--- src/rtl/nes_pad_pkg.sv ---
// nes_pad_pkg: shared types and constants for the NES gamepad reader.
// Contents: reader FSM state enum, protocol tick counts, button bit indices
// (bit order as presented on the buttons output / CPU GIO_pins).
package nes_pad_pkg;

  typedef enum logic [2:0] {
    IDLE,
    LATCH,
    READ0,
    CLK_HI,
    CLK_LO,
    DONE
  } state_e;

  localparam int LATCH_TICKS = 2;
  localparam int NUM_BITS    = 8;

  localparam int BTN_A      = 0;
  localparam int BTN_B      = 1;
  localparam int BTN_SELECT = 2;
  localparam int BTN_START  = 3;
  localparam int BTN_UP     = 4;
  localparam int BTN_DOWN   = 5;
  localparam int BTN_LEFT   = 6;
  localparam int BTN_RIGHT  = 7;

endpackage

--- src/rtl/nes_tick_gen.sv ---
// nes_tick_gen: free-running prescaler producing the protocol tick.
// Ports: clk, reset (sync, active-low), tick (high for one clk every TICK_DIV clks,
// on the cycle the count equals TICK_DIV-1). Not gated by anything; runs from reset.
module nes_tick_gen #(
  parameter int TICK_DIV = 300
) (
  input  logic clk,
  input  logic reset,
  output logic tick
);

  localparam int PW = $clog2(TICK_DIV);

  logic [PW-1:0] cnt_q, cnt_d;

  assign tick = (cnt_q == PW'(TICK_DIV - 1));

  always_comb begin
    cnt_d = tick ? '0 : cnt_q + 1'b1;
  end

  always_ff @(posedge clk) begin
    if (!reset) cnt_q <= '0;
    else        cnt_q <= cnt_d;
  end

endmodule

--- src/rtl/nes_pad_reader.sv ---
// nes_pad_reader: polls one NES pad (latch + 8 clocked bits) and presents an
// active-high button vector with a one-cycle buttons_valid pulse per frame.
// Ports: clk, reset (sync, active-low), nes_data (async, active-low pad data),
// nes_latch / nes_clk (pad strobes), buttons[7:0] (bit0 A .. bit7 Right), buttons_valid.
// Option: define NES_PAD_DEBOUNCE_EN to update buttons only when two consecutive
// frames read the same raw vector.
module nes_pad_reader
  import nes_pad_pkg::*;
#(
  parameter int TICK_DIV   = 300,
  parameter int IDLE_TICKS = 2759
) (
  input  logic       clk,
  input  logic       reset,
  input  logic       nes_data,
  output logic       nes_latch,
  output logic       nes_clk,
  output logic [7:0] buttons,
  output logic       buttons_valid
);

  localparam int CNT_MAX = (IDLE_TICKS > LATCH_TICKS) ? IDLE_TICKS : LATCH_TICKS;
  localparam int CW      = $clog2(CNT_MAX);
  localparam int IW      = $clog2(NUM_BITS + 1);

  logic          tick;
  logic [1:0]    sync_q;
  logic          data_s;
  state_e        state_q, state_d;
  logic [CW-1:0] tcnt_q, tcnt_d;
  logic [IW-1:0] idx_q, idx_d;
  logic [7:0]    shift_q, shift_d;
  logic          latch_q, latch_d;
  logic          nclk_q, nclk_d;
  logic [7:0]    btn_q, btn_d;
  logic          vld_q, vld_d;
`ifdef NES_PAD_DEBOUNCE_EN
  logic [7:0]    prev_q, prev_d;
`endif

  nes_tick_gen #(.TICK_DIV(TICK_DIV)) u_tick (
    .clk   (clk),
    .reset (reset),
    .tick  (tick)
  );

  // Pad data is asynchronous to clk; only the second stage is ever sampled.
  assign data_s = sync_q[1];

  always_comb begin
    state_d = state_q;
    tcnt_d  = tcnt_q;
    idx_d   = idx_q;
    shift_d = shift_q;
    btn_d   = btn_q;
    vld_d   = 1'b0;
`ifdef NES_PAD_DEBOUNCE_EN
    prev_d  = prev_q;
`endif

    case (state_q)
      IDLE: if (tick) begin
        if (tcnt_q == CW'(IDLE_TICKS - 1)) begin
          state_d = LATCH;
          tcnt_d  = '0;
        end else begin
          tcnt_d = tcnt_q + 1'b1;
        end
      end
      LATCH: if (tick) begin
        if (tcnt_q == CW'(LATCH_TICKS - 1)) begin
          state_d = READ0;
          tcnt_d  = '0;
        end else begin
          tcnt_d = tcnt_q + 1'b1;
        end
      end
      READ0: if (tick) begin
        shift_d[BTN_A] = ~data_s;
        idx_d          = IW'(1);
        state_d        = CLK_HI;
      end
      CLK_HI: if (tick) state_d = CLK_LO;
      CLK_LO: if (tick) begin
        // The 8th pulse (index 8) shifts the pad past its last bit; its sample is dropped.
        if (idx_q <= IW'(NUM_BITS - 1)) shift_d[idx_q[2:0]] = ~data_s;
        idx_d = idx_q + 1'b1;
        if (idx_q == IW'(NUM_BITS)) state_d = DONE;
        else                        state_d = CLK_HI;
      end
      DONE: begin
        // Single clk cycle; idle count restarts so the frame stays IDLE_TICKS+19 ticks.
        state_d = IDLE;
        tcnt_d  = '0;
        idx_d   = '0;
      end
      default: begin
        state_d = IDLE;
        tcnt_d  = '0;
        idx_d   = '0;
      end
    endcase

    // Outputs are registered from the next state so they align with the state itself.
    latch_d = (state_d == LATCH);
    nclk_d  = (state_d == CLK_HI);
    if (state_d == DONE) begin
      vld_d = 1'b1;
`ifdef NES_PAD_DEBOUNCE_EN
      if (shift_q == prev_q) btn_d = shift_q;
      prev_d = shift_q;
`else
      btn_d = shift_q;
`endif
    end
  end

  always_ff @(posedge clk) begin
    if (!reset) begin
      sync_q  <= 2'b00;
      state_q <= IDLE;
      tcnt_q  <= '0;
      idx_q   <= '0;
      shift_q <= 8'h00;
      latch_q <= 1'b0;
      nclk_q  <= 1'b0;
      btn_q   <= 8'h00;
      vld_q   <= 1'b0;
`ifdef NES_PAD_DEBOUNCE_EN
      prev_q  <= 8'h00;
`endif
    end else begin
      sync_q  <= {sync_q[0], nes_data};
      state_q <= state_d;
      tcnt_q  <= tcnt_d;
      idx_q   <= idx_d;
      shift_q <= shift_d;
      latch_q <= latch_d;
      nclk_q  <= nclk_d;
      btn_q   <= btn_d;
      vld_q   <= vld_d;
`ifdef NES_PAD_DEBOUNCE_EN
      prev_q  <= prev_d;
`endif
    end
  end

  assign nes_latch     = latch_q;
  assign nes_clk       = nclk_q;
  assign buttons       = btn_q;
  assign buttons_valid = vld_q;

endmodule

--- config.mk ---
export PLATFORM = sky130hd
export DESIGN_NAME = nes_pad_reader
export DESIGN_NICKNAME = d
export VERILOG_FILES = /design/src/rtl/nes_pad_pkg.sv /design/src/rtl/nes_tick_gen.sv /design/src/rtl/nes_pad_reader.sv
export SDC_FILE = /design/constraint.sdc
export NUM_CORES = 1
export LEC_CHECK = 0
export CAP_MARGIN = 20
export CORE_AREA = 10 10 77 106
export CTS_CLUSTER_DIAMETER = 30
export CTS_CLUSTER_SIZE = 25
export DETAILED_ROUTE_END_ITERATION = 7
export DIE_AREA = 0 0 87 116
export SLEW_MARGIN = 20
export SYNTH_ARGS = -nofsm -noshare
export SYNTH_HDL_FRONTEND = slang
export SYNTH_HIERARCHICAL = 1
export SYNTH_SLANG_ARGS = --single-unit
--- constraint.sdc ---
create_clock -name clk -period 4.7 [get_ports clk]
set_input_delay 0.94 -clock clk [delete_from_list [all_inputs] [get_ports clk]]
set_output_delay 0.94 -clock clk [all_outputs]
set_load 0.05 [all_outputs]
==> results, run 1 <==
- The flow ran to the end, and the final reports show no timing, DRC or antenna violations.
- The multiplexer area fraction after synthesis is 4.96%.
- The largest net degree at the start of global routing is 25.
- The filler cell count in the final layout is 595.
- The total power density per cell area is 285 nW/um^2.
- The count of distinct cell types in the synthesized netlist is 47.
- Each instance of the synthesized netlist takes up on average 8.71 um^2.
- The post-placement cell count is 354.
- The worst min-delay path endpoint is sync_q[1].
- The final layout contains routed wiring with a total length of 4910 um.
- The startpoint of the worst register-to-register path is u_tick/cnt_q[0].
- The area fraction in and, or, nand and nor cells after synthesis is 27.5%.
- The clock transition time at the flip-flop clock pins of the worst setup and hold paths is 0.09 ns.
- The clock insertion delay at the later pin of the skew report is around 0.30 ns.
- The final global-route overflow total is 0.
- Synthesis inferred 49 register bits.
- The repair_antennas step left the layout with diodes totalling 0.
- The buffers inserted during post-CTS setup optimization is 0.
- The total number of vias is 2000.
- The worst register-to-register path ends at tcnt_q[7].
- The first global-routing pass estimated between 8000 and 9000 um of wire.
- The minimum clock period is 2.70 ns.
- The min-delay analysis places its worst path in the category register to register.
- Sequential cells were found to cover 40.5% of the synthesized design area.
- The largest family of logic cells by synthesized area is simple AND/OR/NAND/NOR gates.
- The setup TNS is 0 ns.
- Clock tree synthesis inserted a total of 5 buffers.
- The detailed-routing iteration count for the pre-antenna-repair pass is 4.
- Setup violations remaining at the end of the flow were counted as 0.
- For the pin with the worst max-slew slack, the measured transition is 0.679 ns.
- STA classifies the critical path endpoint as a register.
- In this run, post-CTS hold repair placed 0 buffers.
- The average wire per standard cell is 13.6 um.
- The horizontal extent of the die is 87 um.
- Of the available clock period, the critical path in the final layout requires 57.5%.
- The worst relative slew slack is 54.7%.
- Routability-driven placement finished with a final weighted congestion of between 0.7 and 0.8.
- Summing the areas of all xor and xnor instances in the mapped netlist gives 1.81% of the synthesized area.
- The synthesized netlist devotes 15.4% of its cell area to compound gates.
- The synthesized design devotes to its leading area cell type 40.5% of total area.
- For the worst setup path, the data arrival time is 2.91 ns.
- Synthesis produced 278 cells.
- The TritonCTS clock tree is yes.
- The per-cell via count in the routed design is 5.52.
- The number of global-route vias before repair is 1919.
- The combined global-route utilization of all metal layers is between 10% and 20%.
- Ranked by instance count, the synthesized netlist is headed by sky130_fd_sc_hd__dfxtp_1 (49), sky130_fd_sc_hd__nor2_1 (36), sky130_fd_sc_hd__inv_1 (16).
- The placed wire-length estimate after detailed placement is 3510 um.
- Setup repair after global routing left no endpoint under its margin.
- The number of max-slew violations in the final report is 0.
- The post-cts resize count is 0.
- After the first detailed-routing iteration, the DRC count stood at approximately 190.
- The leading area contributor after synthesis is sky130_fd_sc_hd__dfxtp_1.
- The number of antenna violations at the first check in global routing is 0.
- The worst-case IR drop observed on VDD is 173 uV.
- The startpoint of the worst setup timing path is u_tick/cnt_q[0].
- The post-layout net count is slightly below 300.
- The async set-or-reset flop fraction in the synthesized netlist is 0%.
- The die is 116 um tall.
- The tree is rooted in a sky130_fd_sc_hd__clkbuf_8.
- Summed over all cells, the static leakage comes to between 0.9 and 1 nW.
- From synthesis to final layout, the design area changed by 11.4%.
- Yosys attributes the largest share of cell area to sky130_fd_sc_hd__dfxtp_1 (41%), sky130_fd_sc_hd__nor2_1 (5.6%), sky130_fd_sc_hd__mux2i_1 (5.0%).
- Clock skew on the completed layout was measured at 0.00242 ns.
- The number of nets handed over by synthesis was 287.
- The worst-case reg-to-reg path depth is 8.
- The effective utilization at floorplan is 39.2%.
- The max-cap violation count is 0.
- The final hold violation count is 0.
- The maximum buffer depth of the clock tree is 2.
- The floorplan die area is approximately 10000 um^2.
- Row generation in the floorplan step produced 34 rows.
- The required time of the critical path is just under 5 ns.
- The clock drives 49 sinks.
- The detail route stage leaves a number of antenna-violating nets equal to 0.
- The most instantiated flip-flop cell in the synthesis netlist is sky130_fd_sc_hd__dfxtp_1.
- The tightest hold path in the finished design has a slack of ~0.45 ns.
- The post-route netlist has under 10% of its cells at a drive strength greater than 1.
- The number of warnings printed during yosys synthesis is 6.
- Of the total synthesized cell area, the portion taken by full adders, half adders and majority gates is 3.10%.
- After detailed routing, the number of remaining DRC violations is 0.
- Counting instances, the worst hold path has a depth of 1.
- The fmax is 0.370 GHz.
- The count of placed standard cells in the final layout, fillers left out is 362.
- For flop-to-flop paths, the worst setup slack is 2.00 ns.
- The clock tree synthesis step divided the H-tree into 2 levels.
- Along the worst path, the maximum fanout reaches 15.
- The worst setup path is launched from a register.
- Counting flops with a built-in enable in the synthesized netlist gives 0.
- The worst hold path begins at sync_q[0].
- The area of the mapped netlist is roughly 2400 um^2.
- The most instantiated library cell after synthesis is sky130_fd_sc_hd__dfxtp_1.
- The floorplan step defined a core boundary enclosing 6170 um^2.
- The critical path is of the register to register type.
- The total I/O pin count is 14.
- The count of buffers added on input and output ports is 13.
## sequential cells by signal (all words and copies together) (netlist names)
| name | cells |
|---|---|
| idx_q | 4 |
| tcnt_q | 12 |
| state_q | 3 |
| buttons | 8 |
| sync_q | 2 |
| buttons_valid | 1 |
| nes_clk | 1 |
| shift_q | 8 |
| u_tick/cnt_q | 9 |
| nes_latch | 1 |
## through the flow
step / worst slack [ns] / power [mW] / util (%) / instance area, um^2
6_report: 2.00 / 0.769 / 43.7 / 2700
5_1_grt: 1.70 / 0.799 / 43.7 / 2700
4_1_cts: 1.96 / 0.781 / 43.7 / 2700
3_5_place_dp: 1.82 / 0.469 / 41.8 / 2580
3_3_place_gp: 1.88 / 0.469 / 41.8 / 2580
2_1_floorplan: 2.01 / 0.459 / - / 2420
## routing by layer
layer  track usage [%]  part of all wire (%)
met1              11.2                    44
met2              17.1                    49
met3              2.95                   4.4
met4              5.53                   2.4
met5                 0                     0
## layout by cell type (no fill, tap or decap), types with 6 or more instances in the layout
cell type                          n
sky130_fd_sc_hd__clkdlybuf4s50_1  13
sky130_fd_sc_hd__nand3_1          14
sky130_fd_sc_hd__nor3_1           11
sky130_fd_sc_hd__nand2_1          13
sky130_fd_sc_hd__o21ai_0          10
sky130_fd_sc_hd__nand2b_1          7
sky130_fd_sc_hd__nor2_1           36
sky130_fd_sc_hd__mux2i_1          12
sky130_fd_sc_hd__nand4_1           9
sky130_fd_sc_hd__ha_1              6
sky130_fd_sc_hd__inv_1            16
sky130_fd_sc_hd__dfxtp_1          49
sky130_fd_sc_hd__or3_1             6
sky130_fd_sc_hd__a21oi_1          15
sky130_fd_sc_hd__a31oi_1           9
sky130_fd_sc_hd__clkbuf_8          6
## cell type report
cell class / count / area (um^2) / share of cell area [%]
Multi-Input combinational cell: 199 / 1280 / 47.7
Clock buffer: 7 / 86.3 / 3.20
Timing Repair Buffer: 17 / 160 / 5.94
Inverter: 17 / 63.8 / 2.37
Tap cell: 72 / 90.1 / 3.34
Sequential cell: 49 / 981 / 36.4
Clock inverter: 1 / 30.0 / 1.11
## power by group
| part | switching, mW | internal, mW |
|---|---|---|
| clock network | 0.137 | 0.174 |
| logic | 0.0179 | 0.0132 |
| registers | 0.00790 | 0.420 |
| total | 0.162 | 0.607 |
## logic make-up after synthesis
group,count (synthesis)
AND/OR/NAND/NOR,124
flip-flops,49
adder cells (fa/ha/maj),6
buffers and inverters,30
AO/OA/AOI/OAI,52
multiplexers,12
XOR/XNOR,5
## critical path, cell delays in order (launching register included)
cell and delay, ns:
sky130_fd_sc_hd__dfxtp_1 0.38, sky130_fd_sc_hd__ha_1 0.24, sky130_fd_sc_hd__nand4b_1 0.22, sky130_fd_sc_hd__nor4_2 0.19, sky130_fd_sc_hd__buf_4 0.24, sky130_fd_sc_hd__nand2b_1 0.09, sky130_fd_sc_hd__a21oi_1 0.56, sky130_fd_sc_hd__nand3_1 0.32
sky130_fd_sc_hd__o311ai_0 0.36
## worst max path at each step
stage	end	slack (ns)
after floorplan	shift_q[5]	2.01
after global placement	tcnt_q[7]	1.88
after detailed placement	tcnt_q[5]	1.82
after CTS	tcnt_q[7]	1.96
after global routing	tcnt_q[5]	1.70
final	tcnt_q[7]	2.00
Note: power is estimated with default switching activity, not from simulation.
==> run 2, diff against run 1 <==
==> constraint.sdc (replaced) <==
create_clock -name clk -period 2.8 [get_ports clk]
set_input_delay 0.56 -clock clk [delete_from_list [all_inputs] [get_ports clk]]
set_output_delay 0.56 -clock clk [all_outputs]
set_load 0.05 [all_outputs]
==> results, run 2 (same netlist as run 1, synthesis figures left out) <==
- The per-cell via count in the routed design was 5.54 (+0.34%).
- The post-cts resize count came to 0 (unchanged).
- The placed wire-length estimate after detailed placement is 3710 um (+5.8%).
- The buffering stage count on the worst path with inverters included is 1 (unchanged).
- The total leakage power is 0.977 nW (+0.12%).
- The clock transition time at the flip-flop clock pins of the worst setup and hold paths is 0.09 ns (about the same).
- The post-layout net count is 302 (+1.3%).
- The minimum clock period was 2.48 ns (-0.219 ns).
- The post-placement cell count came to 358 (+1.1%).
- The worst setup path is launched from a register.
- The wire length reported by the detailed router came to 5040 um (+2.8%).
- The worst setup slack before clock tree synthesis was 0.345 ns (-1.47 ns).
- The arrival time of data at the critical path endpoint is 2.68 ns (-0.23 ns).
- The overall power of the completed layout is 1.18 mW (+53%).
- The buffers inserted during post-CTS setup optimization came to 0 (unchanged).
- The final worst setup slack is 0.316 ns (-1.68 ns).
- Walking the worst path, the cells encountered are ha_1 > nand4b_1 > nor4_2 > inv_1 > or3_1 > or4_1 > mux2i_1 > nor2_1.
- The slew at the pin with the worst max-slew slack is 0.715 ns (+0.0359 ns).
- The number of buffers inserted by hold repair at cts is 0 (unchanged).
- The total power density per cell area is 438 nW/um^2 (+53%).
- The worst relative slew slack is 51.8% (-2.9 points).
- The final antenna diode count is 0 (unchanged).
- Setup repair after global routing left no endpoint under its margin.
- The flip-flop count of the largest register, all copies and words added came to 12 (unchanged).
- The max-cap violation count was 0 (unchanged).
- The detailed-routing iteration count for the pre-antenna-repair pass was 4 (unchanged).
- The setup TNS is 0 ns (unchanged).
- The total DRC errors in the routed layout is 0 (unchanged).
- The gate family responsible for the most delay along the worst path is simple AND/OR/NAND/NOR gates.
- The average wire per standard cell is 13.8 um (+1.6%).
- Leaving out fill and tap cells, the most frequent cell in the layout is sky130_fd_sc_hd__dfxtp_1.
- The clock sink count came to 49 (unchanged).
- The global-route wire length before repair is 8890 um (+4.6%).
- The global placement routability congestion was 0.784 (-1.6%).
- The largest net degree at the start of global routing is 20 (-20%).
- The number of antenna violations at the first check in global routing came to 0 (unchanged).
- The total number of vias is 2029 (+1.5%).
- The number of buffers inserted during clock tree synthesis was 5 (unchanged).
- The total I/O pin count is 14 (unchanged).
- The floorplan die area is 10100 um^2 (unchanged).
- The horizontal extent of the die is 87 um (unchanged).
- The filler cell count in the final layout is 601 (+1.0%).
- The number of global-route vias before repair was 1888 (-1.6%).
- The total core area came to 6170 um^2 (unchanged).
- The number of levels in the clock H-tree is 2 (unchanged).
- The post-detailed-route count of antenna-violating nets is 0 (unchanged).
- The highest fanout seen on the critical path is 6 (-9).
- The vertical die dimension is 116 um (unchanged).
- The critical path's largest stage delay was 0.46 ns (-0.10 ns).
- The tree is rooted in a sky130_fd_sc_hd__clkbuf_8.
- The final global-route overflow total is 0 (unchanged).
- The fmax is 0.403 GHz (+8.8%).
- STA classifies the critical path endpoint as a register.
- The number of setup violations in the final report is 0 (unchanged).
- The critical path in this run is classified as register to register.
- The number of standard-cell rows in the floorplan was 34 (unchanged).
- The top cell types in the final layout, fill and taps aside, are sky130_fd_sc_hd__dfxtp_1 (49), sky130_fd_sc_hd__nor2_1 (36), sky130_fd_sc_hd__inv_1 (16), sky130_fd_sc_hd__a21oi_1 (15), sky130_fd_sc_hd__nand3_1 (14).
- The initial DRC count is 156 (-16%).
- The worst vdd rail ir drop was 242 uV (+40%).
- The fraction of final layout cells with drive strength greater than 1 is 7.82% (+0.93 points).
- The area added between synthesis and finish is 11.3% (about the same).
- The TritonCTS clock tree is yes.
- The required time of the critical path was 2.99 ns (-1.91 ns).
- The effective utilization at floorplan came to 39.2% (unchanged).
- The count of placed standard cells in the final layout, fillers left out was 366 (+1.1%).
- The register ranked first by flip-flop count is tcnt_q.
- The combined global-route utilization of all metal layers is 10.7% (+0.56 points).
- The maximum buffer depth of the clock tree is 2 (unchanged).
- The final clock period utilization by the worst path is 88.7% (+31 points).
- The largest registers in the layout are tcnt_q (12), u_tick/cnt_q (9).
- The run finished with clean final reports.
- In this run the worst hold path is classified as register to register.
- The worst clock skew on the final layout came to 0.00668 ns (+0.00426 ns).
- The clock insertion delay at the later pin of the skew report is 0.30 ns (about the same).
- The cell with the largest stage delay on the worst path is sky130_fd_sc_hd__or3_1.
- The number of max-slew violations in the final report is 0 (unchanged).
- The final hold violation count is 0 (unchanged).
- The count of input and output buffers was 13 (unchanged).
run 2: changes by cell type in the layout (fill, tap and decap cells not counted), sizes merged:
| cell | before | now |
|---|---|---|
| buf | 4 | 8 |
| bufinv | 1 | 0 |
| clkinvlp | 0 | 1 |
run 2: through the flow:
stage                     hold slack [ns]  util (%)  area [um^2]
after floorplan                     0.412         -         2420
after global placement              0.428      42.3         2610
final                               0.452      43.7         2690
after detailed placement            0.439      42.3         2610
after CTS                           0.460      43.7         2690
after global routing                0.478      43.7         2690
run 2: where the power goes:
group / internal [mW] / leakage (nW) / switching, mW
Combinational: 0.0231 / 0.542 / 0.0297
Sequential: 0.706 / 0.396 / 0.0130
Clock: 0.177 / 0.0385 / 0.231
run 2: cell type report:
| cell class | instances | area [um^2] | area share, % |
|---|---|---|---|
| inverter | 17 | 63.8 | 2.37 |
| clock inverter | 1 | 7.51 | 0.279 |
| timing repair buffer | 21 | 190 | 7.06 |
| tap | 72 | 90.1 | 3.34 |
| multi-input combinational | 199 | 1280 | 47.7 |
| clock buffer | 7 | 76.3 | 2.83 |
| sequential | 49 | 981 | 36.4 |
run 2: final timing paths:
path | startpoint | end | slack, ns | cells after the start
min reg2reg | sync_q[0] | sync_q[1] | 0.45 | 1
max reg2reg | u_tick/cnt_q[0] | shift_q[5] | 0.32 | 8
min | sync_q[0] | sync_q[1] | 0.45 | 1
max | u_tick/cnt_q[0] | shift_q[5] | 0.32 | 8
run 2: routing by layer:
metal	track usage [%]	routed length (um)	up-vias
met2	18.0	2530	41
met4	5.53	125	0
met1	12.1	2160	934
li1	-	-	1045
met3	2.95	229	9
met5	0	0	-
